`src/rtl/vector_sequencer.sv`:
```
// rtl/vector_sequencer.sv - buffered XY beam sequencer with DAC and line-generator handshakes
module vector_sequencer #(
  parameter int COORD_W       = 12,
  parameter int FIFO_DEPTH    = 8,
  parameter int SETTLE_CYCLES = 64
) (
  input  logic               clk_i,
  input  logic               reset_i,
  input  logic               cmd_valid_i,
  output logic               cmd_ready_o,
  input  logic               cmd_draw_i,
  input  logic [COORD_W-1:0] cmd_x_i,
  input  logic [COORD_W-1:0] cmd_y_i,
  output logic               busy_o,
  output logic               blank_o,
  output logic [COORD_W-1:0] dac_value_o,
  output logic               dac_axis_o,
  output logic               dac_strobe_o,
  input  logic               dac_ready_i,
  output logic               line_start_o,
  output logic [COORD_W-1:0] line_x0_o,
  output logic [COORD_W-1:0] line_y0_o,
  output logic [COORD_W-1:0] line_x1_o,
  output logic [COORD_W-1:0] line_y1_o,
  input  logic               line_pt_valid_i,
  output logic               line_pt_ready_o,
  input  logic [COORD_W-1:0] line_pt_x_i,
  input  logic [COORD_W-1:0] line_pt_y_i,
  input  logic               line_pt_last_i
);
  localparam int PTR_W = $clog2(FIFO_DEPTH);
  localparam int CNT_W = (SETTLE_CYCLES > 1) ? $clog2(SETTLE_CYCLES) : 1;
  localparam int ENT_W = 2 * COORD_W + 1;
  localparam logic [PTR_W:0] FULL = (PTR_W + 1)'(FIFO_DEPTH);

  typedef enum logic [2:0] {
    S_IDLE, S_LSTART, S_LWAIT, S_WRX, S_GAP, S_WRY, S_SETTLE
  } state_t;

  logic [ENT_W-1:0]   mem_q [FIFO_DEPTH];
  logic [PTR_W-1:0]   wr_ptr_q, wr_ptr_d, rd_ptr_q, rd_ptr_d;
  logic [PTR_W:0]     count_q, count_d;
  logic               push, pop;
  logic               head_draw;
  logic [COORD_W-1:0] head_x, head_y;

  state_t             state_q;
  logic [COORD_W-1:0] cur_x_q, cur_y_q, pt_x_q, pt_y_q;
  logic [COORD_W-1:0] dac_value_q, x0_q, y0_q, x1_q, y1_q;
  logic               draw_q, last_q, blank_q, axis_q, line_start_q, pt_ready_q;
  logic [CNT_W-1:0]   settle_q;

  assign cmd_ready_o = (count_q != FULL);
  assign push        = cmd_valid_i && cmd_ready_o;
  assign pop         = (state_q == S_IDLE) && (count_q != '0);
  assign {head_draw, head_x, head_y} = mem_q[rd_ptr_q];

  always_comb begin
    wr_ptr_d = wr_ptr_q + PTR_W'(push);
    rd_ptr_d = rd_ptr_q + PTR_W'(pop);
    count_d  = count_q + (PTR_W + 1)'(push) - (PTR_W + 1)'(pop);
  end

  // Storage needs no reset: count_q alone decides which entries are live.
  always_ff @(posedge clk_i) begin
    if (push) mem_q[wr_ptr_q] <= {cmd_draw_i, cmd_x_i, cmd_y_i};
  end

  always_ff @(posedge clk_i or posedge reset_i) begin
    if (reset_i) begin
      wr_ptr_q     <= '0;
      rd_ptr_q     <= '0;
      count_q      <= '0;
      state_q      <= S_IDLE;
      cur_x_q      <= '0;
      cur_y_q      <= '0;
      pt_x_q       <= '0;
      pt_y_q       <= '0;
      dac_value_q  <= '0;
      x0_q         <= '0;
      y0_q         <= '0;
      x1_q         <= '0;
      y1_q         <= '0;
      draw_q       <= 1'b0;
      last_q       <= 1'b0;
      blank_q      <= 1'b1;
      axis_q       <= 1'b0;
      line_start_q <= 1'b0;
      pt_ready_q   <= 1'b0;
      settle_q     <= '0;
    end else begin
      wr_ptr_q     <= wr_ptr_d;
      rd_ptr_q     <= rd_ptr_d;
      count_q      <= count_d;
      line_start_q <= 1'b0;
      case (state_q)
        S_IDLE: if (pop) begin
          draw_q <= head_draw;
          pt_x_q <= head_x;
          pt_y_q <= head_y;
          if (head_draw) begin
            state_q      <= S_LSTART;
            line_start_q <= 1'b1;
            blank_q      <= 1'b0;
            x0_q         <= cur_x_q;
            y0_q         <= cur_y_q;
            x1_q         <= head_x;
            y1_q         <= head_y;
          end else if (head_x != cur_x_q || head_y != cur_y_q) begin
            state_q     <= S_WRX;
            dac_value_q <= head_x;
            axis_q      <= 1'b0;
          end
        end
        S_LSTART: begin
          state_q    <= S_LWAIT;
          pt_ready_q <= 1'b1;
        end
        S_LWAIT: if (line_pt_valid_i && pt_ready_q) begin
          pt_x_q      <= line_pt_x_i;
          pt_y_q      <= line_pt_y_i;
          last_q      <= line_pt_last_i;
          pt_ready_q  <= 1'b0;
          dac_value_q <= line_pt_x_i;
          axis_q      <= 1'b0;
          state_q     <= S_WRX;
        end
        S_WRX: if (dac_ready_i) state_q <= S_GAP;
        // The DAC drops ready only a cycle after the strobe, so skip that cycle.
        S_GAP: begin
          dac_value_q <= pt_y_q;
          axis_q      <= 1'b1;
          state_q     <= S_WRY;
        end
        S_WRY: if (dac_ready_i) begin
          cur_x_q <= pt_x_q;
          cur_y_q <= pt_y_q;
          if (draw_q) begin
            if (last_q) begin
              state_q <= S_IDLE;
              blank_q <= 1'b1;
            end else begin
              state_q    <= S_LWAIT;
              pt_ready_q <= 1'b1;
            end
          end else if (SETTLE_CYCLES == 0) begin
            state_q <= S_IDLE;
          end else begin
            state_q  <= S_SETTLE;
            settle_q <= CNT_W'(SETTLE_CYCLES - 1);
          end
        end
        S_SETTLE: begin
          if (settle_q == '0) state_q <= S_IDLE;
          else                settle_q <= settle_q - 1'b1;
        end
        default: state_q <= S_IDLE;
      endcase
    end
  end

  assign busy_o          = (state_q != S_IDLE) || (count_q != '0);
  assign blank_o         = blank_q;
  assign dac_value_o     = dac_value_q;
  assign dac_axis_o      = axis_q;
  assign dac_strobe_o    = ((state_q == S_WRX) || (state_q == S_WRY)) && dac_ready_i;
  assign line_start_o    = line_start_q;
  assign line_x0_o       = x0_q;
  assign line_y0_o       = y0_q;
  assign line_x1_o       = x1_q;
  assign line_y1_o       = y1_q;
  assign line_pt_ready_o = pt_ready_q;
endmodule

```
`config.mk`:
```
export PLATFORM = sky130hd
export DESIGN_NAME = vector_sequencer
export DESIGN_NICKNAME = d
export VERILOG_FILES = /design/src/rtl/vector_sequencer.sv
export SDC_FILE = /design/constraint.sdc
export NUM_CORES = 1
export LEC_CHECK = 0
export ABC_CLOCK_PERIOD_IN_PS = 4400
export BUFFER_PORTS_ARGS = -buffer_cell sky130_fd_sc_hd__buf_4
export CORE_MARGIN = 8
export CORE_UTILIZATION = 56
export CTS_BUF_LIST = sky130_fd_sc_hd__clkbuf_2
export CTS_CLUSTER_SIZE = 40
export DETAILED_ROUTE_END_ITERATION = 8
export PLACE_DENSITY = 0.87
export SKIP_LAST_GASP = 1
export SYNTH_ARGS = -nofsm -noshare
export SYNTH_HDL_FRONTEND = slang
export SYNTH_SLANG_ARGS = --single-unit
```
`constraint.sdc`:
```
create_clock -name clk_i -period 4.4 [get_ports clk_i]
set_input_delay 0.66 -clock clk_i [delete_from_list [all_inputs] [get_ports clk_i]]
set_output_delay 0.66 -clock clk_i [all_outputs]
set_load 0.05 [all_outputs]
```
==> impl_metrics.yaml, run 1 <==
drt:
  firstDrtPassIters: 7
  drt-total-wl_mm: 32.2
  ant_nets: 0
  avgViaCountPerCell: 5.67
  remaining_drc_errors: 1
  dr_total_vias: 8991
  drtIter0Drc: 910
  wire_per_inst_um: 20.3
floorplan:
  die_y_um: 172
  core-area_mm2: 0.0241
  dieArea_mm2: 0.0296
  initial_core_util_pct: 56.6
  io_pins: 122
  die_w_um: 172
  num_rows: 57
timing:
  setup-violations-final: 0
  worst_pin_slew_ns: 0.997
  fin_hold_ws_ns: 0.0500
  hold_viol_final: 0
  finClkSkew_ns: 0.0653
  rsz0062_at_grt: "no"
  period_needed_ns: 3.53
  fmax_mhz: 283
  report.final.slew_viol_count: 0
  tns_ns: 0
  slew_headroom_pct: 33.4
  fin_crit_sh_pct: 80.3
placed_design:
  dp_cells: 1415
  numPortBuffers: 121
  place_congestion: 0.881
  dp_hpwl_mm: 20.8
  place_area_mm2: 0.0149
clock_tree:
  cts_setup_buffers: 0
  cts.root.buffer_cell: "clkbuf_2"
  clock_path_buffers: 3
  cts_resized: 0
  cts_made_buffers: 79
  cts_sinks: 333
  worstSkewPairLatency_ns: 0.86
  htree_levels: 3
  cts_tree: "done"
  clk_pin_slew_worst_paths_ns: 0.12
global_routing:
  grt_max_degree: 111
  overflow: 0
  grt_usage_pct: 22.2
  antenna_found_initial: 4
  first_global_vias: 9230
  use_met3_pct: 5.94
  grt-busiest-layer: "met2"
  met1_usage_pct: 27.1
  use_met2_pct: 35.8
  grt_pass1_wl_mm: 50.0
outcome:
  status: "finished, violations left"
  violations: "DRC"
synth:
  yosys.area.top_type: "edfxtp_1"
  yosys_register_bits: 333
  synth_seq_area_share_pct: 68.4
  synthFlopType: "edfxtp_1"
  synthTopCellsByArea: "edfxtp_1, dfrtp_1, nand2_1, mux2i_1, mux4_2"
  synth_most_common_cell: "nand2_1"
  synth_edf_count: 200
  synthDistinctLibCells: 46
  syn_area_per_cell_um2: 13.7
  ys_warn_count: 0
  ys_top_cells_by_count: "nand2_1, edfxtp_1, dfrtp_1, o21ai_0, mux2i_1"
  synth_async_sr_flop_share_pct: 39.9
  syn_nets: 1068
  synth_top_area_share_pct: 44.0
  synth_area_mm2: 0.0137
  synth_cells: 1000
layout:
  layout.cells.non_filler: 1585
  design_area_mm2: 0.0159
  final_util_pct: 65.9
  nets: 1264
  final_layout_size_suffix_gt1_share_pct: 26.2
  area_growth_pct: 16.3
  nFillCells: 1693
power_and_ir_drop:
  p_per_area_mw_per_mm2: 763
  peakVddDrop_uv: 364
  leakage_uw: 0.00673
critical_path:
  crit_type: "reg -> reg"
  cp.arrival_ns: 4.22
  cp-start-kind: "register"
  cp_max_fo: 18
  reg2reg_slack_ns: 0.87
  crit_path_end_kind: "register"
  worstPathRequired_ns: 5.09
job:
  cap_violations: 0
hold_path:
  hold_class: "in -> async"
-- cells in the final DEF (no fill, tap or decap), types with 2 or more instances in the layout --
cell             n
a21oi_1         32
a22oi_1         35
and2_1           3
and3_1           2
buf_4          141
clkbuf_2       127
clkinv_1        13
dfrtp_1        131
diode_2          4
dlygate4sd3_1   24
edfxtp_1       200
ha_1            12
inv_1           13
inv_2            4
mux2_2           5
mux2_4           9
mux2i_1         58
mux2i_4          3
mux4_1           4
mux4_2          22
nand2_1        222
nand2b_1         4
nand3_1          3
nand3b_1         3
nand4_1          3
nor2_1          39
nor2_4           7
nor2b_1          4
nor3_1           8
nor3_2           2
nor4_1           4
o21ai_0         70
o22ai_1          2
or2_2            2
xnor2_1         16
xor2_1          16
-- cells by family after synthesis --
kind of cell | Yosys count | synth area share, %
DFF | 333 | 68.4
and+or+nand+nor | 309 | 9.21
AOI/OAI and AO/OA | 145 | 6.14
muxes | 101 | 10.5
buffers and inverters | 67 | 2.41
xor gates and xnor gates | 32 | 2.05
adders and majority gates | 13 | 1.25
-- per-stage QoR --
stage,power [µW],setup slack (ns)
floorplan,8500,0.187
CTS,12100,0.870
detailed placement,10200,0.927
global placement,9990,1.03
global route,12800,0.631
finish,12100,0.866
-- cell type report --
| type | count | area [µm²] | share of cell area [%] |
|---|---|---|---|
| Antenna cell | 4 | 10.0 | 0.0630 |
| Multi-Input combinational cell | 600 | 4050 | 25.5 |
| Inverter | 16 | 65.1 | 0.410 |
| Sequential cell | 333 | 9340 | 58.8 |
| Clock buffer | 127 | 636 | 4.00 |
| Tap cell | 324 | 405 | 2.55 |
| Timing Repair Buffer | 166 | 1320 | 8.30 |
| Clock inverter | 15 | 56.3 | 0.355 |
-- layer usage --
metal,wire (µm),up-vias
met5,0,-
met4,1220,0
met3,3330,85
met2,15500,504
met1,12100,4361
li1,-,4041
-- flip-flops by register name (all words and copies together) (netlist names), 3 cells and up --
signal,cells
line_y1_o,12
cur_y_q,12
settle_q,6
line_x0_o,12
pt_x_q,12
line_y0_o,12
wr_ptr_q,3
dac_value_o,12
count_q,4
mem_q,200
line_x1_o,12
cur_x_q,12
rd_ptr_q,3
pt_y_q,12
state_q,3
-- worst max-delay path: stages (launching register included) --
cell and delay [ns]:
dfrtp_1 0.83, buf_4 0.41, mux4_2 0.53, mux2i_1 0.34
xor2_1 0.18, nand4_1 0.16, nor4_2 0.31, a221oi_2 0.09
buf_4 0.22, mux2_4 0.31
-- final timing paths --
| kind | cells past startpoint | from | endpoint |
|---|---|---|---|
| min in group clk_i | 1 | cmd_x_i[7] | mem_q[1][19] |
| max reg2reg | 9 | rd_ptr_q[1] | dac_value_o[4] |
| max | 9 | rd_ptr_q[1] | dac_value_o[4] |
| min reg2reg | 2 | pt_x_q[7] | cur_x_q[7] |
| min | 2 | reset_i | cur_x_q[3] |
| max in group asynchronous | 3 | reset_i | dac_value_o[5] |
-- where the power goes --
part,internal [µW],total [µW],switching [µW]
clock,750,1920,1170
combinational,1930,5320,3390
sequential,4190,4880,689
total,6860,12100,5250
-- timing repair --
action	CTS	global route
endpoints found under the setup margin	0	0
endpoints found under the hold margin	71	17
hold buffers	21	3
(Power assumes the default switching activity.)
==> inputs of run 2 (changes only) <==
--- a/config.mk
+++ b/config.mk
@@ -5,14 +5,14 @@
 export SDC_FILE = /design/constraint.sdc
 export NUM_CORES = 1
 export LEC_CHECK = 0
-export ABC_CLOCK_PERIOD_IN_PS = 4400
+export ABC_CLOCK_PERIOD_IN_PS = 3350
 export BUFFER_PORTS_ARGS = -buffer_cell sky130_fd_sc_hd__buf_4
 export CORE_MARGIN = 8
-export CORE_UTILIZATION = 56
+export CORE_UTILIZATION = 62
 export CTS_BUF_LIST = sky130_fd_sc_hd__clkbuf_2
 export CTS_CLUSTER_SIZE = 40
 export DETAILED_ROUTE_END_ITERATION = 8
-export PLACE_DENSITY = 0.87
+export PLACE_DENSITY = 0.91
 export SKIP_LAST_GASP = 1
 export SYNTH_ARGS = -nofsm -noshare
 export SYNTH_HDL_FRONTEND = slang
==> constraint.sdc (replaced) <==
create_clock -name clk_i -period 3.35 [get_ports clk_i]
set_input_delay 0.5025 -clock clk_i [delete_from_list [all_inputs] [get_ports clk_i]]
set_output_delay 0.5025 -clock clk_i [all_outputs]
set_load 0.05 [all_outputs]
==> run 2 against run 1 <==
  * The run now ends clean
  * Combinational power grew 38%
  * Highest routed layer is now met5
  * Total power grew 35%
  * Cell area grew 2.6%
  * Routed wire length grew 8.0%
  * Die area shrank 8.8%
  * Register-to-register slack lost 0.75 ns
  * Maximum frequency grew 9.3%
  * Critical path depth is the same
==> impl_metrics.yaml, run 2 (synthesized netlist as in run 1, its figures left out) <==
layout:
  final_layout_size_suffix_gt1_share_pct: 26.2
  top_register: "mem_q"
  final_cell_mix: "nand2_1, edfxtp_1, buf_4"
  largest_register_ffs: 200
  area_growth_pct: 19.4
  layout.cells.non_filler: 1584
  layout_commonest_cell: "nand2_1"
  design_area_mm2: 0.0163
  nets: 1311
floorplan:
  num_rows: 54
  io_pins: 122
  core-area_mm2: 0.0217
  initial_core_util_pct: 62.9
  die_w_um: 164
  die_y_um: 164
  dieArea_mm2: 0.0270
drt:
  wire_per_inst_um: 22.0
  firstDrtPassIters: 5
  remaining_drc_errors: 0
  drtIter0Drc: 917
  drt-total-wl_mm: 34.8
  avgViaCountPerCell: 5.95
  ant_nets: 0
  dr_total_vias: 9417
clock_tree:
  cts_sinks: 333
  clock_path_buffers: 3
  cts.root.buffer_cell: "clkbuf_2"
  cts_made_buffers: 80
  clk_pin_slew_worst_paths_ns: 0.10
  worstSkewPairLatency_ns: 0.86
  htree_levels: 3
  cts_setup_buffers: 0
  cts_tree: "done"
hold_path:
  hp-start: "cmd_valid_i"
  hold_depth: 4
  min_to: "wr_ptr_q[0]"
  hold_class: "in -> reg"
placed_design:
  place_congestion: 0.902
  place_area_mm2: 0.0150
  dp_hpwl_mm: 22.9
  place_worst_setup_slack_ns: 0.136
  numPortBuffers: 121
  dp_cells: 1388
global_routing:
  grt_usage_pct: 25.8
  overflow: 0
  first_global_vias: 9564
  antenna_found_initial: 2
  grt_pass1_wl_mm: 53.0
  grt_max_degree: 68
timing:
  slew_headroom_pct: 33.1
  report.final.slew_viol_count: 0
  finClkSkew_ns: 0.0641
  setup_ws_ns: 0.117
  hold_viol_final: 0
  worst_pin_slew_ns: 1.00
  tns_ns: 0
  rsz0062_at_grt: "no"
  fin_hold_ws_ns: 0.0599
  period_needed_ns: 3.23
  fmax_mhz: 309
  setup-violations-final: 0
  fin_crit_sh_pct: 96.5
critical_path:
  worstSetupStartpoint: "rd_ptr_q[0]"
  crit_type: "reg -> reg"
  r2r-end: "dac_value_o[0]"
  cp_max_fo: 17
  reg2reg_depth: 9
  cp-start-kind: "register"
  crit_path_end_kind: "register"
  cp.arrival_ns: 3.93
  timing.rr.start: "rd_ptr_q[0]"
  worstPathRequired_ns: 4.05
  reg2reg_slack_ns: 0.12
power_and_ir_drop:
  p_per_area_mw_per_mm2: 1000
  switching_share_pct: 43.4
  pwr-share-seq_pct: 39.4
  pwr-share-comb_pct: 44.9
  peakVddDrop_uv: 411
  leakage_uw: 0.00695
  power_switching_uw: 7100
  p_clk_share_pct: 15.7
  internal-power_uw: 9250
outcome:
  status: "complete, no violations"
job:
  cap_violations: 0
[run 2: cell count changes in the layout (fill, tap and decap cells not counted), sizes merged]
cell	previous run	this run
clkbuf	127	120
dlygate4sd3	24	53
bufinv	0	1
inv	18	16
buf	142	159
clkinvlp	0	2
clkinv	13	19
diode	4	1
[run 2: per-stage QoR]
step	power (µW)	utilization, %
2_1_floorplan	11200	-
3_3_place_gp	13300	69.4
3_5_place_dp	13600	69.4
4_1_cts	16300	75.1
5_1_grt	17100	75.2
6_report	16300	75.2
[run 2: routing by layer]
layer  share of wire [%]  up-vias  GRT usage (%)
li1                    -     4127              -
met1                  37     4582           32.1
met2                  48      586           41.5
met3                  10      120           6.31
met4                 4.5        2           13.8
met5               0.023        -              0
[run 2: worst max-delay path by stage]
stage / end / cells after the start
CTS: dac_value_o[11] / 9
detailed placement: dac_value_o[11] / 9
global route: dac_value_o[11] / 9
floorplan: mem_q[4][0] / 6
global placement: dac_value_o[9] / 9
finish: dac_value_o[0] / 9
[run 2: power groups by stage]
stage | combinational [µW] | sequential [µW] | clock [µW]
2_1_floorplan | 3980 | 7200 | 0
3_3_place_gp | 6880 | 6400 | 0
3_5_place_dp | 7170 | 6470 | 0
4_1_cts | 7250 | 6390 | 2610
5_1_grt | 7810 | 6520 | 2810
6_report | 7340 | 6440 | 2570
[run 2: area by class of cell]
cell class	count	area, µm²
sequential	333	9340
fill	1248	5390
multi-input combinational	600	4040
timing repair buffer	212	1790
clock buffer	120	601
tap	280	350
clock inverter	22	118
inverter	16	63.8
antenna	1	2.50
[run 2: what timing repair did]
item                                    CTS  global route
hold buffers                             53             0
endpoints found under the hold margin   260             0
resized for setup                         0             1
endpoints found under the setup margin    0             8
[run 2: critical path, stage by stage (launching register included)]
cell and delay, ns:
dfrtp_4 0.65, buf_12 0.23, mux4_1 0.55, mux2i_1 0.36
xnor2_1 0.17, nor4_1 0.08, and3_1 0.22, a221oi_2 0.27
buf_4 0.22, mux2_4 0.30
==> inputs of run 3 (changes only) <==
--- a/config.mk
+++ b/config.mk
@@ -7,12 +7,14 @@
 export LEC_CHECK = 0
 export ABC_CLOCK_PERIOD_IN_PS = 3350
 export BUFFER_PORTS_ARGS = -buffer_cell sky130_fd_sc_hd__buf_4
+export CAP_MARGIN = 10
 export CORE_MARGIN = 8
 export CORE_UTILIZATION = 62
 export CTS_BUF_LIST = sky130_fd_sc_hd__clkbuf_2
 export CTS_CLUSTER_SIZE = 40
 export DETAILED_ROUTE_END_ITERATION = 8
 export PLACE_DENSITY = 0.91
+export REMOVE_ABC_BUFFERS = 1
 export SKIP_LAST_GASP = 1
 export SYNTH_ARGS = -nofsm -noshare
 export SYNTH_HDL_FRONTEND = slang
==> run 3 against run 2 <==
  * Critical path depth unchanged
  * Cell count increased by 0.13%
  * Maximum frequency decreased by 2.1%
  * Die area stayed put
  * Setup slack got worse by 0.069 ns
  * Combinational power is 3.4% higher
  * Routed wire length is essentially flat
  * Largest power group unchanged
  * Total power grew 1.1%
  * Worst hold slack better by 0.054 ns
  * Non-clock buffer count is 3 higher
  * Global-route usage down 0.19 points
==> impl_metrics.yaml, run 3 (synthesized netlist as in run 1, its figures left out) <==
floorplan:
  initial_core_util_pct: 62.9
  dieArea_mm2: 0.0270
  num_rows: 54
  core-area_mm2: 0.0217
  io_pins: 122
  die_y_um: 164
  die_w_um: 164
drt:
  ant_nets: 0
  drt-total-wl_mm: 34.8
  drtIter0Drc: 953
  route.met2.wl_mm: 17.1
  wire_per_inst_um: 21.9
  avgViaCountPerCell: 5.94
  firstDrtPassIters: 5
  dr_total_vias: 9413
  met1Wirelength_mm: 12.5
  dr_wl_met3_mm: 3.53
  remaining_drc_errors: 0
  top_layer: "met4"
critical_path:
  crit_type: "reg -> reg"
  cp_max_fo: 11
  cp.arrival_ns: 4.05
  crit_path_end_kind: "register"
  crit_chain: "nor2_1 -> a22oi_1 -> nand2_1 -> xor2_1 -> nand4_1 -> nor4_4 -> a221oi_4 -> buf_12 -> mux2_4"
  slowest_delay_ns: 0.72
  cp-start-kind: "register"
  worstPathRequired_ns: 4.10
  reg2reg_slack_ns: 0.05
  crit_slowest_cell: "nor2_1"
timing:
  slew_headroom_pct: 37.6
  finClkSkew_ns: 0.0841
  fmax_mhz: 303
  worst_pin_slew_ns: 0.936
  fin_hold_ws_ns: 0.114
  hold_viol_final: 0
  period_needed_ns: 3.30
  setup-violations-final: 0
  fin_crit_sh_pct: 98.6
  report.final.slew_viol_count: 0
clock_tree:
  cts_made_buffers: 78
  cts_sinks: 333
  cts.root.buffer_cell: "clkbuf_2"
  worstSkewPairLatency_ns: 0.90
  cts_tree: "done"
  htree_levels: 3
  clk_pin_slew_worst_paths_ns: 0.12
  clock_path_buffers: 3
power_and_ir_drop:
  peakVddDrop_uv: 431
  p_clk_share_pct: 15.9
  p_per_area_mw_per_mm2: 1010
  leakage_uw: 0.00697
  power_switching_uw: 7210
  pwr-share-seq_pct: 38.2
  internal-power_uw: 9320
  switching_share_pct: 43.6
  pwr-share-comb_pct: 45.9
  total_power_uw: 16500
hold_path:
  hold_class: "in -> reg"
layout:
  top_register: "mem_q"
  final_util_pct: 75.4
  final_cell_mix: "nand2_1, edfxtp_1, buf_4"
  area_growth_pct: 19.8
  nets: 1312
  largest_register_ffs: 200
  final_layout_size_suffix_gt1_share_pct: 26.7
  layout_commonest_cell: "nand2_1"
global_routing:
  overflow: 0
  antenna_found_initial: 1
  grt_usage_pct: 25.6
  grt_max_degree: 65
  first_global_vias: 9877
  grt_pass1_wl_mm: 52.9
job:
  cap_violations: 0
outcome:
  status: "complete, no violations"
placed_design:
  numPortBuffers: 121
  place_congestion: 0.887
  dp_hpwl_mm: 21.4
[run 3: changes by cell type in the layout (fill, tap and decap cells not counted), moves of 2 or more]
cell,before,now
nor2b_2,0,2
clkinv_1,18,15
nor2b_1,4,2
clkbuf_2,120,117
nor3_4,2,0
nor3_2,0,2
clkinv_2,0,5
[run 3: layout make-up]
type                    count  area [µm²]
diodes                      1        2.50
clock buffers             117         586
clock inverters            24         134
fillers                  1175        5330
inverters                  16        62.6
multi-input cells         600        4050
flip-flops and latches    333        9340
well taps                 280         350
repair buffers            215        1830
[run 3: what timing repair did]
action | CTS | global route
pin swaps | 0 | 1
endpoints found under the hold margin | 265 | 1
endpoints found under the setup margin | 8 | 9
gates resized for setup | 1 | 5
setup buffers | 1 | 2
hold buffers | 52 | 1
[run 3: worst max-delay path: cells and delay by family, from the launching register on]
family                    cells  cell delay, ns
muxes                         1            0.29
AOI/OAI and AO/OA             2            0.37
xor gates and xnor gates      1            0.32
and+or+nand+nor               4            1.53
DFF                           1            0.49
buffers and inverters         1            0.18
[run 3: stage by stage]
step	setup WS [ns]	instance area [µm²]	TNS, ns	std cells
2_1_floorplan	-2.35	13400	-229.32	949
3_3_place_gp	0.103	15000	0	1388
3_5_place_dp	0.0136	15000	0	1388
4_1_cts	0.0864	16300	0	1582
5_1_grt	-0.0589	16400	-0.206	1586
6_report	0.0478	16400	0	1586
[run 3: per-layer routing]
layer  up-vias  track usage [%]
met2       599             43.0
met5         -                0
met3       134             6.41
met1      4560             29.9
li1       4120                -
met4         0             14.4
[run 3: path summary, 6_finish.rpt]
kind,start,end,cells after the start
worst min register to register,pt_x_q[2],cur_x_q[2],2
worst max register to register,rd_ptr_q[1],dac_value_o[2],9
worst min-delay path,cmd_valid_i,wr_ptr_q[0],4
max in group asynchronous,reset_i,wr_ptr_q[1],4
min in group asynchronous,reset_i,dac_value_o[0],3
worst max-delay path,rd_ptr_q[1],dac_value_o[2],9
[run 3: power by group through the flow]
stage | Combinational, µW | Sequential, µW | Clock (µW)
after global placement | 6880 | 6330 | 0
after global routing | 8040 | 6410 | 2860
after detailed placement | 7160 | 6400 | 0
after floorplan | 3490 | 7510 | 0
after CTS | 7330 | 6300 | 2610
final | 7590 | 6320 | 2630
